File: src/rtl/uart_rx_ctrl_pkg.sv
// Shared constants and FSM encoding for the UART receive controller.
package uart_rx_ctrl_pkg;

  localparam int unsigned DATA_WIDTH   = 8;
  localparam int unsigned CLKS_PER_BIT = 1085;  // 115200 baud at 125 MHz

  typedef enum logic [1:0] {
    StOff      = 2'd0,
    StActive   = 2'd1,
    StStopping = 2'd2
  } state_e;

endpackage

File: src/rtl/uart_rx_ctrl_if.sv
// Receiver-side and consumer-side signals of uart_rx_ctrl.
// slave is the controller's view; master is the surrounding logic's view.
interface uart_rx_ctrl_if
  import uart_rx_ctrl_pkg::*;
#(
  parameter int unsigned DEPTH = 8
);
  localparam int unsigned LW = $clog2(DEPTH) + 1;

  logic                  i_btn;
  logic                  i_rx_d;
  logic [DATA_WIDTH-1:0] i_rx_byte;
  logic                  o_rx_en;
  logic                  o_active;
  logic [DATA_WIDTH-1:0] o_data;
  logic                  o_valid;
  logic                  i_ready;
  logic [LW-1:0]         o_level;
  logic                  o_overrun;

  modport master (
    output i_btn, i_rx_d, i_rx_byte, i_ready,
    input  o_rx_en, o_active, o_data, o_valid, o_level, o_overrun
  );

  modport slave (
    input  i_btn, i_rx_d, i_rx_byte, i_ready,
    output o_rx_en, o_active, o_data, o_valid, o_level, o_overrun
  );

endinterface

File: src/rtl/btn_debounce.sv
// Two-flop synchronizer plus stability counter; emits a one-cycle press pulse
// when the debounced level rises.
module btn_debounce #(
  parameter int unsigned DEBOUNCE_CLKS = 1_250_000
) (
  input  logic sysclk,
  input  logic rst,
  input  logic btn,
  output logic press
);
  localparam int unsigned CW = $clog2(DEBOUNCE_CLKS) + 1;
  localparam logic [CW-1:0] CntLast = CW'(DEBOUNCE_CLKS - 1);

  logic [1:0]    sync_q;
  logic          level_q, level_d;
  logic          press_q, press_d;
  logic [CW-1:0] cnt_q, cnt_d;

  always_comb begin
    level_d = level_q;
    press_d = 1'b0;
    cnt_d   = '0;
    // Any bounce back to the accepted level restarts the count.
    if (sync_q[1] != level_q) begin
      if (cnt_q == CntLast) begin
        level_d = sync_q[1];
        press_d = sync_q[1];
      end else begin
        cnt_d = cnt_q + 1'b1;
      end
    end
  end

  always_ff @(posedge sysclk or posedge rst) begin
    if (rst) begin
      sync_q  <= '0;
      level_q <= 1'b0;
      press_q <= 1'b0;
      cnt_q   <= '0;
    end else begin
      sync_q  <= {sync_q[0], btn};
      level_q <= level_d;
      press_q <= press_d;
      cnt_q   <= cnt_d;
    end
  end

  assign press = press_q;

endmodule

File: src/rtl/uart_rx_ctrl.sv
// Receive-mode sequencer with guarded stop window and byte FIFO.
// Define RX_CTRL_TIMEOUT_EN to auto-stop after TIMEOUT_CLKS idle cycles in ACTIVE.
module uart_rx_ctrl
  import uart_rx_ctrl_pkg::*;
#(
  parameter int unsigned DEPTH         = 8,
  parameter int unsigned DEBOUNCE_CLKS = 1_250_000,
  parameter int unsigned GUARD_CLKS    = CLKS_PER_BIT * 10,
  parameter int unsigned TIMEOUT_CLKS  = 125_000_000
) (
  input logic          sysclk,
  input logic          rst,
  uart_rx_ctrl_if.slave bus
);
  localparam int unsigned AW = $clog2(DEPTH);
  localparam int unsigned GW = $clog2(GUARD_CLKS) + 1;
  localparam logic [GW-1:0] GuardLast = GW'(GUARD_CLKS - 1);

  if (DEPTH < 2 || DEPTH > 64 || (DEPTH & (DEPTH - 1)) != 0 || GUARD_CLKS < 1 ||
      DEBOUNCE_CLKS < 1 || TIMEOUT_CLKS < 2) begin : g_param_check
    $error("uart_rx_ctrl: illegal parameter value");
  end

  state_e                state_q, state_d;
  logic [GW-1:0]         guard_q, guard_d;
  logic                  press, stop_req;
  logic [DATA_WIDTH-1:0] mem_q [DEPTH];
  logic [AW:0]           wr_q, rd_q;
  logic                  overrun_q, overrun_d;
  logic                  empty, full, push_req, push, pop;

  btn_debounce #(
    .DEBOUNCE_CLKS(DEBOUNCE_CLKS)
  ) u_btn (
    .sysclk(sysclk),
    .rst   (rst),
    .btn   (bus.i_btn),
    .press (press)
  );

`ifdef RX_CTRL_TIMEOUT_EN
  localparam int unsigned IW = $clog2(TIMEOUT_CLKS) + 1;
  localparam logic [IW-1:0] IdleLast = IW'(TIMEOUT_CLKS - 1);

  logic [IW-1:0] idle_q, idle_d;
  logic          timeout;

  // Counter is zero on entry to ACTIVE because it is held clear everywhere else.
  always_comb begin
    idle_d = '0;
    if (state_q == StActive && !bus.i_rx_d && !press) idle_d = idle_q + 1'b1;
  end

  assign timeout  = (state_q == StActive) && (idle_q == IdleLast) && !bus.i_rx_d;
  assign stop_req = press | timeout;

  always_ff @(posedge sysclk or posedge rst) begin
    if (rst) idle_q <= '0;
    else     idle_q <= idle_d;
  end
`else
  assign stop_req = press;
`endif

  always_comb begin
    state_d = state_q;
    guard_d = '0;
    unique case (state_q)
      StOff:      if (press) state_d = StActive;
      StActive:   if (stop_req) state_d = StStopping;
      StStopping: begin
        if (press)                     state_d = StActive;
        else if (guard_q == GuardLast) state_d = StOff;
        else                           guard_d = guard_q + 1'b1;
      end
      default:    state_d = StOff;
    endcase
  end

  assign empty    = (wr_q == rd_q);
  assign full     = (wr_q[AW] != rd_q[AW]) && (wr_q[AW-1:0] == rd_q[AW-1:0]);
  assign push_req = bus.i_rx_d && (state_q != StOff);
  assign pop      = !empty && bus.i_ready;
  assign push     = push_req && (!full || pop);

  always_comb begin
    overrun_d = overrun_q;
    if (state_q == StOff && press)   overrun_d = 1'b0;
    else if (push_req && full && !pop) overrun_d = 1'b1;
  end

  always_ff @(posedge sysclk or posedge rst) begin
    if (rst) begin
      state_q   <= StOff;
      guard_q   <= '0;
      wr_q      <= '0;
      rd_q      <= '0;
      overrun_q <= 1'b0;
    end else begin
      state_q   <= state_d;
      guard_q   <= guard_d;
      overrun_q <= overrun_d;
      if (push) wr_q <= wr_q + 1'b1;
      if (pop)  rd_q <= rd_q + 1'b1;
    end
  end

  always_ff @(posedge sysclk) begin
    if (push) mem_q[wr_q[AW-1:0]] <= bus.i_rx_byte;
  end

  assign bus.o_rx_en   = (state_q != StOff);
  assign bus.o_active  = (state_q == StActive);
  assign bus.o_valid   = !empty;
  assign bus.o_data    = empty ? '0 : mem_q[rd_q[AW-1:0]];
  assign bus.o_level   = wr_q - rd_q;
  assign bus.o_overrun = overrun_q;

endmodule

File: src/flat_wrapper.sv
// flat-port wrapper written by rule: the top's interface ports become plain ports
module uart_rx_ctrl_flat import uart_rx_ctrl_pkg::*;
#(
  parameter int unsigned DEPTH         = 8,
  parameter int unsigned DEBOUNCE_CLKS = 1_250_000,
  parameter int unsigned GUARD_CLKS    = CLKS_PER_BIT * 10,
  parameter int unsigned TIMEOUT_CLKS  = 125_000_000
)
  (sysclk, rst, bus_i_btn, bus_i_rx_d, bus_i_rx_byte, bus_i_ready, bus_o_rx_en, bus_o_active, bus_o_data, bus_o_valid, bus_o_level, bus_o_overrun);
  uart_rx_ctrl_if #(.DEPTH(DEPTH)) bus_i ();
  input logic sysclk;
  input logic rst;
  input wire logic [$bits(bus_i.i_btn)-1:0] bus_i_btn;
  input wire logic [$bits(bus_i.i_rx_d)-1:0] bus_i_rx_d;
  input wire logic [$bits(bus_i.i_rx_byte)-1:0] bus_i_rx_byte;
  input wire logic [$bits(bus_i.i_ready)-1:0] bus_i_ready;
  output wire logic [$bits(bus_i.o_rx_en)-1:0] bus_o_rx_en;
  output wire logic [$bits(bus_i.o_active)-1:0] bus_o_active;
  output wire logic [$bits(bus_i.o_data)-1:0] bus_o_data;
  output wire logic [$bits(bus_i.o_valid)-1:0] bus_o_valid;
  output wire logic [$bits(bus_i.o_level)-1:0] bus_o_level;
  output wire logic [$bits(bus_i.o_overrun)-1:0] bus_o_overrun;
  assign bus_i.i_btn = bus_i_btn;
  assign bus_i.i_rx_d = bus_i_rx_d;
  assign bus_i.i_rx_byte = bus_i_rx_byte;
  assign bus_i.i_ready = bus_i_ready;
  assign bus_o_rx_en = bus_i.o_rx_en;
  assign bus_o_active = bus_i.o_active;
  assign bus_o_data = bus_i.o_data;
  assign bus_o_valid = bus_i.o_valid;
  assign bus_o_level = bus_i.o_level;
  assign bus_o_overrun = bus_i.o_overrun;
  uart_rx_ctrl #(.DEPTH(DEPTH), .DEBOUNCE_CLKS(DEBOUNCE_CLKS), .GUARD_CLKS(GUARD_CLKS), .TIMEOUT_CLKS(TIMEOUT_CLKS)) u_core (.sysclk(sysclk), .rst(rst), .bus(bus_i));
endmodule
File: config.mk
export PLATFORM = sky130hd
export DESIGN_NAME = uart_rx_ctrl_flat
export DESIGN_NICKNAME = d
export VERILOG_FILES = /design/src/rtl/uart_rx_ctrl_pkg.sv /design/src/rtl/uart_rx_ctrl_if.sv /design/src/rtl/btn_debounce.sv /design/src/rtl/uart_rx_ctrl.sv /design/src/flat_wrapper.sv
export SDC_FILE = /design/constraint.sdc
export NUM_CORES = 1
export LEC_CHECK = 0
export CAP_MARGIN = 10
export CORE_MARGIN = 1.5
export CORE_UTILIZATION = 60
export CTS_CLUSTER_DIAMETER = 60
export CTS_CLUSTER_SIZE = 14
export DETAILED_ROUTE_END_ITERATION = 6
export HOLD_SLACK_MARGIN = 0.12
export PLACE_DENSITY = 0.91
export SYNTH_ARGS = -nofsm -noshare
export SYNTH_HDL_FRONTEND = slang
export SYNTH_SLANG_ARGS = --single-unit
File: constraint.sdc
create_clock -name sysclk -period 7.5 [get_ports sysclk]
set_input_delay 1.5 -clock sysclk [delete_from_list [all_inputs] [get_ports sysclk]]
set_output_delay 1.5 -clock sysclk [all_outputs]
set_load 0.005 [all_outputs]
==> results.md, run 1 <==
* Setup repair after global routing missed its margin: false
* Critical path's top delay family: flip-flops
* WP data required at ~6.0 ns
* Synth async-reset ratio at 0.448
* Worst r2r path cells at 6
* Dominant synthesized flop cell: edfxtp_1
* Area of the mapped netlist at approximately 0.0051 sq mm
* Normalized max-slew margin at 0.240
* Share of cells above drive strength 1 at 0.153
* CTS Buf Count at 17
* Setup TNS at 0 ns
* Register area share after synthesis at 0.637
* Yosys reg bits at 116
* Final setup margin at 2.83 ns
* IO Port Bufs at 28
* Synth warn at 0
* Die Ht at around 95 microns
* Rows at 33
* Clk root buf: clkbuf_8
* Slowest cell on crit path: dfrtp_1
* Finished Cell Area at between 0.006 and 0.007 sq mm
* # setup viols final at 0
* Cells on Worst Hold Path at 0
* RR Startpoint: u_core.rd_q[1]
* Mean Syn Cell Area at about 13 sq um
* I/O Pins at 29
* Number of global-route vias before repair at 3,390
* Worst hold path class: register to register
* Pre-CTS WS at 3.42 ns
* Critical path fanouts, max at 20
* Slew Limit Fails at 0
* Clk_lat worst skew at 0.52 ns
* CTS sink count at between 100 and 150
* Fin nets at 446
* R2r setup slk at about 4.2 ns
* Max-Cap Viols at 0
* Post-CTS Setup Bufs at 0
* Detailed placement HPWL at about 6.2 mm
* CTS tree: built
* First-pass GRT wire length at ~17 mm
* Ant. Diodes at 0
* Worst-margin pin slew at ~1.1 ns
* Routed WL at between 10 and 15 mm
* Yosys cell types at 40
* Run status: finished clean
* Type of origin of the critical path: register
* Cells after synthesis at 380
* Leakage at 0.00222 uW
* Fmax at 214 MHz
* Pre-antenna DRT Iters at 4
* Worst Hold Endpoint: u_core.u_btn.sync_q[1]
* Worst R2R End: u_core.wr_q[3]
* Vias per std cell at 6.10
* Initial drt markers at between 200 and 250
* CP Cell Sequence: inv_1 -> ha_1 -> and4_1 -> inv_1 -> clkdlybuf4s50_1
* Core ar. at between 0.008 and 0.009 sq mm
* Starting Density at 0.619
* Worst hold start: u_core.u_btn.sync_q[0]
* Initial antenna violation count at 0
* Clock Path Buffers at 2
* Critical path arrival at roughly 3.2 ns
* Crit. End Element: primary output
* Placed Instance Area at around 0.0055 sq mm
* Largest net degree at the start of global routing at 53
* Routed wire per std cell at 20.2 microns
* DRC at 0
* Grt ovf at 0
* Total track usage at 0.258
* Critical path class: register to primary output
* Hold Vio Cnt, Final at 0
* VDD IR-drop max at between 150 and 200 uV
* PwrDens at approximately 240 mW/mm^2
* CTS-repair resized insts at 0
* Largest stage delay on the critical path at 0.93 ns
* Routed via count at between 3,000 and 4,000
* Post-synth net total at ~400
* Minimum clock period at 4.67 ns
* Post-CTS Hold Buffers at 0
* Period utilization at 0.623
* Width of the die at approximately 95 microns
* CP most frequent cell: inv_1
* Clock transition at path regs at about 0.06 ns
* Crit path buf inv count at 3
* DRT antenna net count at 0
* Worst Skew at about 0.009 ns
* Post-synth EDFFs at 64
* Htree depth at 4
* Die area at 0.00899 sq mm
* GPL Wtd Cong at roughly 0.86
* Layout area overhead at 20.0%
metrics by stage:
stage,hold slack (ns),power (uW),std cells,utilization
final,0.347,1460,542,0.742
after global routing,0.357,1500,542,0.742
after CTS,0.348,1470,538,0.738
after detailed placement,0.336,712,506,0.668
after global placement,0.333,710,506,0.668
after floorplan,0.331,698,380,-
cells in the mapped netlist (2+ instances only):
cell type / n / share of area
ha_1: 8 / 0.020
o31ai_1: 6 / 0.0089
nand4_1: 11 / 0.014
or4_1: 5 / 0.0074
o21ai_0: 6 / 0.0059
mux4_2: 16 / 0.071
buf_2: 4 / 0.0040
dfrtp_1: 52 / 0.26
nand3_1: 9 / 0.0089
clkbuf_1: 7 / 0.0052
xnor2_1: 21 / 0.036
xor2_1: 12 / 0.021
nand2_1: 32 / 0.024
nor4_1: 7 / 0.0087
nor2_1: 35 / 0.026
or3_1: 6 / 0.0074
edfxtp_1: 64 / 0.38
nand2b_1: 2 / 0.0025
and3_1: 3 / 0.0037
mux2_2: 4 / 0.0089
a21oi_1: 20 / 0.020
nor3_1: 12 / 0.012
inv_1: 18 / 0.013
and4_1: 4 / 0.0069
placed cells by master (no fill, tap or decap), types with 2 or more instances in the layout:
cell type / count
buf_4: 4
clkdlybuf4s50_1: 28
or4_1: 5
bufinv_16: 2
clkbuf_16: 16
edfxtp_1: 64
ha_1: 8
and3_1: 3
nor2_1: 35
o21ai_0: 6
nand4_1: 11
inv_6: 2
dfrtp_1: 52
xnor2_1: 21
inv_1: 17
buf_2: 2
clkinvlp_4: 4
or3_1: 6
nand2b_1: 2
mux4_2: 16
xor2_1: 12
clkinv_4: 4
a21oi_1: 20
nand3_1: 9
clkinv_2: 3
and4_1: 4
o31ai_1: 5
nor4_1: 7
mux2_2: 4
nand2_1: 32
nor3_1: 12
how the worst max path moves through the flow:
stage / startpoint / to / slack (ns) / cells after the start
6_report: u_core.rd_q[1] / bus_o_valid / 2.83 / 5
5_1_grt: u_core.rd_q[1] / bus_o_valid / 2.70 / 5
4_1_cts: u_core.rd_q[1] / bus_o_valid / 2.83 / 5
3_5_place_dp: u_core.rd_q[1] / bus_o_valid / 3.42 / 5
3_3_place_gp: u_core.rd_q[1] / bus_o_valid / 3.55 / 5
2_1_floorplan: u_core.rd_q[1] / bus_o_valid / 4.04 / 7
cell type report:
| class | count | area [sq um] |
|---|---|---|
| inverter | 19 | 71.3 |
| clock inverter | 15 | 158 |
| clock buffer | 17 | 414 |
| timing repair buffer | 36 | 348 |
| sequential | 116 | 3220 |
| tap | 105 | 131 |
| fill | 508 | 2110 |
| multi-input combinational | 234 | 1720 |
worst register-to-register path, stage by stage (launching register included):
cell      delay, ns
dfrtp_1        0.93
inv_1          0.21
ha_1           0.38
nand3_1        0.12
o311ai_0       0.75
nor2_1         0.44
xor2_1         0.26
state kept, by name, summed over array words and instances (netlist names):
signal / count
u_core.u_btn.level_q: 1
u_core.u_btn.press: 1
u_core.u_btn.cnt_q: 22
u_core.wr_q: 4
u_core.guard_q: 15
u_core.mem_q: 64
u_core.state_q: 2
u_core.rd_q: 4
u_core.bus.o_overrun: 1
u_core.u_btn.sync_q: 2
cells by family (layout without fill, tap and decap cells):
kind of cell | count (synthesis) | after routing | share of synthesized area
simple gates | 135 | 135 | 0.136
flops | 116 | 116 | 0.637
compound gates | 37 | 37 | 0.0425
xor+xnor | 33 | 33 | 0.0571
buf+inv | 30 | 87 | 0.0232
mux | 20 | 20 | 0.0801
fa+ha+maj | 9 | 9 | 0.0237
power by group:
group          internal (uW)  total [uW]  switching, uW
Clock                    473         761            288
Sequential               676         678           1.71
Combinational           8.48        22.9           14.4
Total                   1160        1460            305
layer usage:
layer / vias to the layer above / GRT usage / share of wire
li1: 1496 / - / -
met1: 1661 / 0.308 / 0.38
met2: 130 / 0.454 / 0.55
met3: 20 / 0.0564 / 0.052
met4: 0 / 0.104 / 0.017
met5: - / 0 / 0
No activity file was read; power rests on OpenSTA's default activity.
==> run 2, diff against run 1 <==
--- a/config.mk
+++ b/config.mk
@@ -7,12 +7,12 @@
 export LEC_CHECK = 0
 export CAP_MARGIN = 10
 export CORE_MARGIN = 1.5
-export CORE_UTILIZATION = 60
+export CORE_UTILIZATION = 53
 export CTS_CLUSTER_DIAMETER = 60
 export CTS_CLUSTER_SIZE = 14
 export DETAILED_ROUTE_END_ITERATION = 6
 export HOLD_SLACK_MARGIN = 0.12
-export PLACE_DENSITY = 0.91
+export PLACE_DENSITY = 0.86
 export SYNTH_ARGS = -nofsm -noshare
 export SYNTH_HDL_FRONTEND = slang
 export SYNTH_SLANG_ARGS = --single-unit
==> constraint.sdc (replaced) <==
create_clock -name sysclk -period 4.1 [get_ports sysclk]
set_input_delay 0.82 -clock sysclk [delete_from_list [all_inputs] [get_ports sysclk]]
set_output_delay 0.82 -clock sysclk [all_outputs]
set_load 0.005 [all_outputs]
==> results.md, run 2 (synthesis results as in run 1) <==
* Run status: finished clean
* Critical path's top delay family: flip-flops
* IO Port Bufs at 28
* Post-CTS Setup Bufs at 0
* Largest net degree at the start of global routing at 53
* Routed wire per std cell at ~18 microns
* DRT antenna net count at 0
* CP Cell Sequence: inv_1 -> ha_1 -> and4_1 -> a21oi_1 -> clkdlybuf4s50_1
* Slowest cell on crit path: dfrtp_1
* Starting Density at 0.547
* Layout area overhead at 20.7%
* Number of flip-flops under the largest register name at 64
* Critical path arrival at ~3 ns
* Slew Limit Fails at 0
* DRC at 0
* Die area at slightly above 0.01 sq mm
* Setup TNS at 0 ns
* Grt ovf at 0
* Crit path buf inv count at 2
* Max-Cap Viols at 0
* Normalized max-slew margin at 0.222
* Clk root buf: clkbuf_8
* WP data required at around 3.3 ns
* Worst Skew at between 0.01 and 0.015 ns
* Most frequent cells in the layout: 64 x edfxtp_1, 52 x dfrtp_1, 35 x nor2_1
* Clock transition at path regs at 0.06 ns
* First-pass GRT wire length at ~17 mm
* Width of the die at a little over 100 microns
* CTS tree: built
* Detailed placement HPWL at roughly 6.3 mm
* PwrDens at ~440 mW/mm^2
* Post-CTS Hold Buffers at 0
* Final non-filler cell total at 565
* Number of global-route vias before repair at around 3,400
* Critical path fanouts, max at 20
* Largest stage delay on the critical path at between 0.8 and 0.9 ns
* Pre-antenna DRT Iters at 5
* FF/Latch Area at ~0.0032 sq mm
* Worst-margin pin slew at around 1.2 ns
* Fin nets at approximately 450
* Share of cells above drive strength 1 at 0.149
* VDD IR-drop max at 252 uV
* Core ar. at about 0.0092 sq mm
* Commonest non-fill, non-tap cell in the layout: edfxtp_1
* Type of origin of the critical path: register
* Initial drt markers at between 300 and 400
* CTS-repair resized insts at 0
* R2r setup slk at 0.86 ns
* # setup viols final at 0
* Period utilization at 0.926
* Minimum clock period at ~3.8 ns
* Rows at 35
* Initial antenna violation count at 0
* I/O Pins at 29
* Fmax at 263 MHz
* Routed via count at roughly 3,200
* Worst hold path class: register to register
* Ant. Diodes at 0
* CTS sink count at approximately 120
* Fillers at ~630
* Htree depth at 4
* Clk_lat worst skew at approximately 0.50 ns
* Die Ht at 101 microns
* Leakage at 0.00223 uW
* Critical path class: register to primary output
* Routed WL at about 10 mm
* Hold Vio Cnt, Final at 0
* Area of the multi-input gates at approximately 0.0017 sq mm
* GPL Wtd Cong at approximately 0.82
* DP Cell Count at 531
* CTS Buf Count at 17
* Vias per std cell at between 5 and 6
* Setup repair after global routing missed its margin: false
* Total track usage at 0.227
* Crit. End Element: primary output
* Clock Path Buffers at 2
run 2: cell types whose count changed in the layout (fill, tap and decap cells not counted), sizes merged:
| cell | previous run | this run |
|---|---|---|
| buf | 7 | 6 |
| bufinv | 2 | 1 |
| clkbuf | 18 | 21 |
| clkinv | 8 | 4 |
| clkinvlp | 4 | 2 |
| inv | 20 | 24 |
run 2: stage by stage:
step           worst slack (ns)  cell area [sq um]  hold WS [ns]  power [uW]   util
2_1_floorplan              1.13               5060         0.331        1280      -
3_3_place_gp              0.910               5500         0.343        1300  0.595
3_5_place_dp              0.831               5500         0.347        1300  0.595
4_1_cts                   0.219               6080         0.360        2720  0.658
5_1_grt                  0.0930               6110         0.366        2790  0.661
6_report                  0.302               6110         0.355        2700  0.661
run 2: area by class of cell:
class | instances | share of cell area
multi-input cells | 234 | 0.282
well taps | 129 | 0.0264
inverters | 19 | 0.0117
clock buffers | 20 | 0.0766
repair buffers | 35 | 0.0566
clock inverters | 12 | 0.0186
flip-flops and latches | 116 | 0.528
run 2: where the power goes:
| part | internal [uW] | total [uW] | switching, uW |
|---|---|---|---|
| Combinational | 15.6 | 42.4 | 26.8 |
| Clock | 883 | 1420 | 537 |
| Sequential | 1240 | 1240 | 3.07 |
| Total | 2140 | 2700 | 567 |
run 2: layer usage:
metal	share of wire	global-route usage
met2	0.53	0.399
met5	0	0
met3	0.040	0.0638
met1	0.41	0.263
met4	0.015	0.0888
run 2: worst paths after layout:
check / start / endpoint / cells after the start
max in group asynchronous: rst / u_core.u_btn.cnt_q[18] / 3
max reg2reg: u_core.rd_q[1] / u_core.mem_q[4][3] / 5
min: u_core.u_btn.sync_q[0] / u_core.u_btn.sync_q[1] / 0
max: u_core.rd_q[1] / bus_o_data[1] / 5
min reg2reg: u_core.u_btn.sync_q[0] / u_core.u_btn.sync_q[1] / 0
min in group asynchronous: rst / u_core.bus.o_overrun / 2
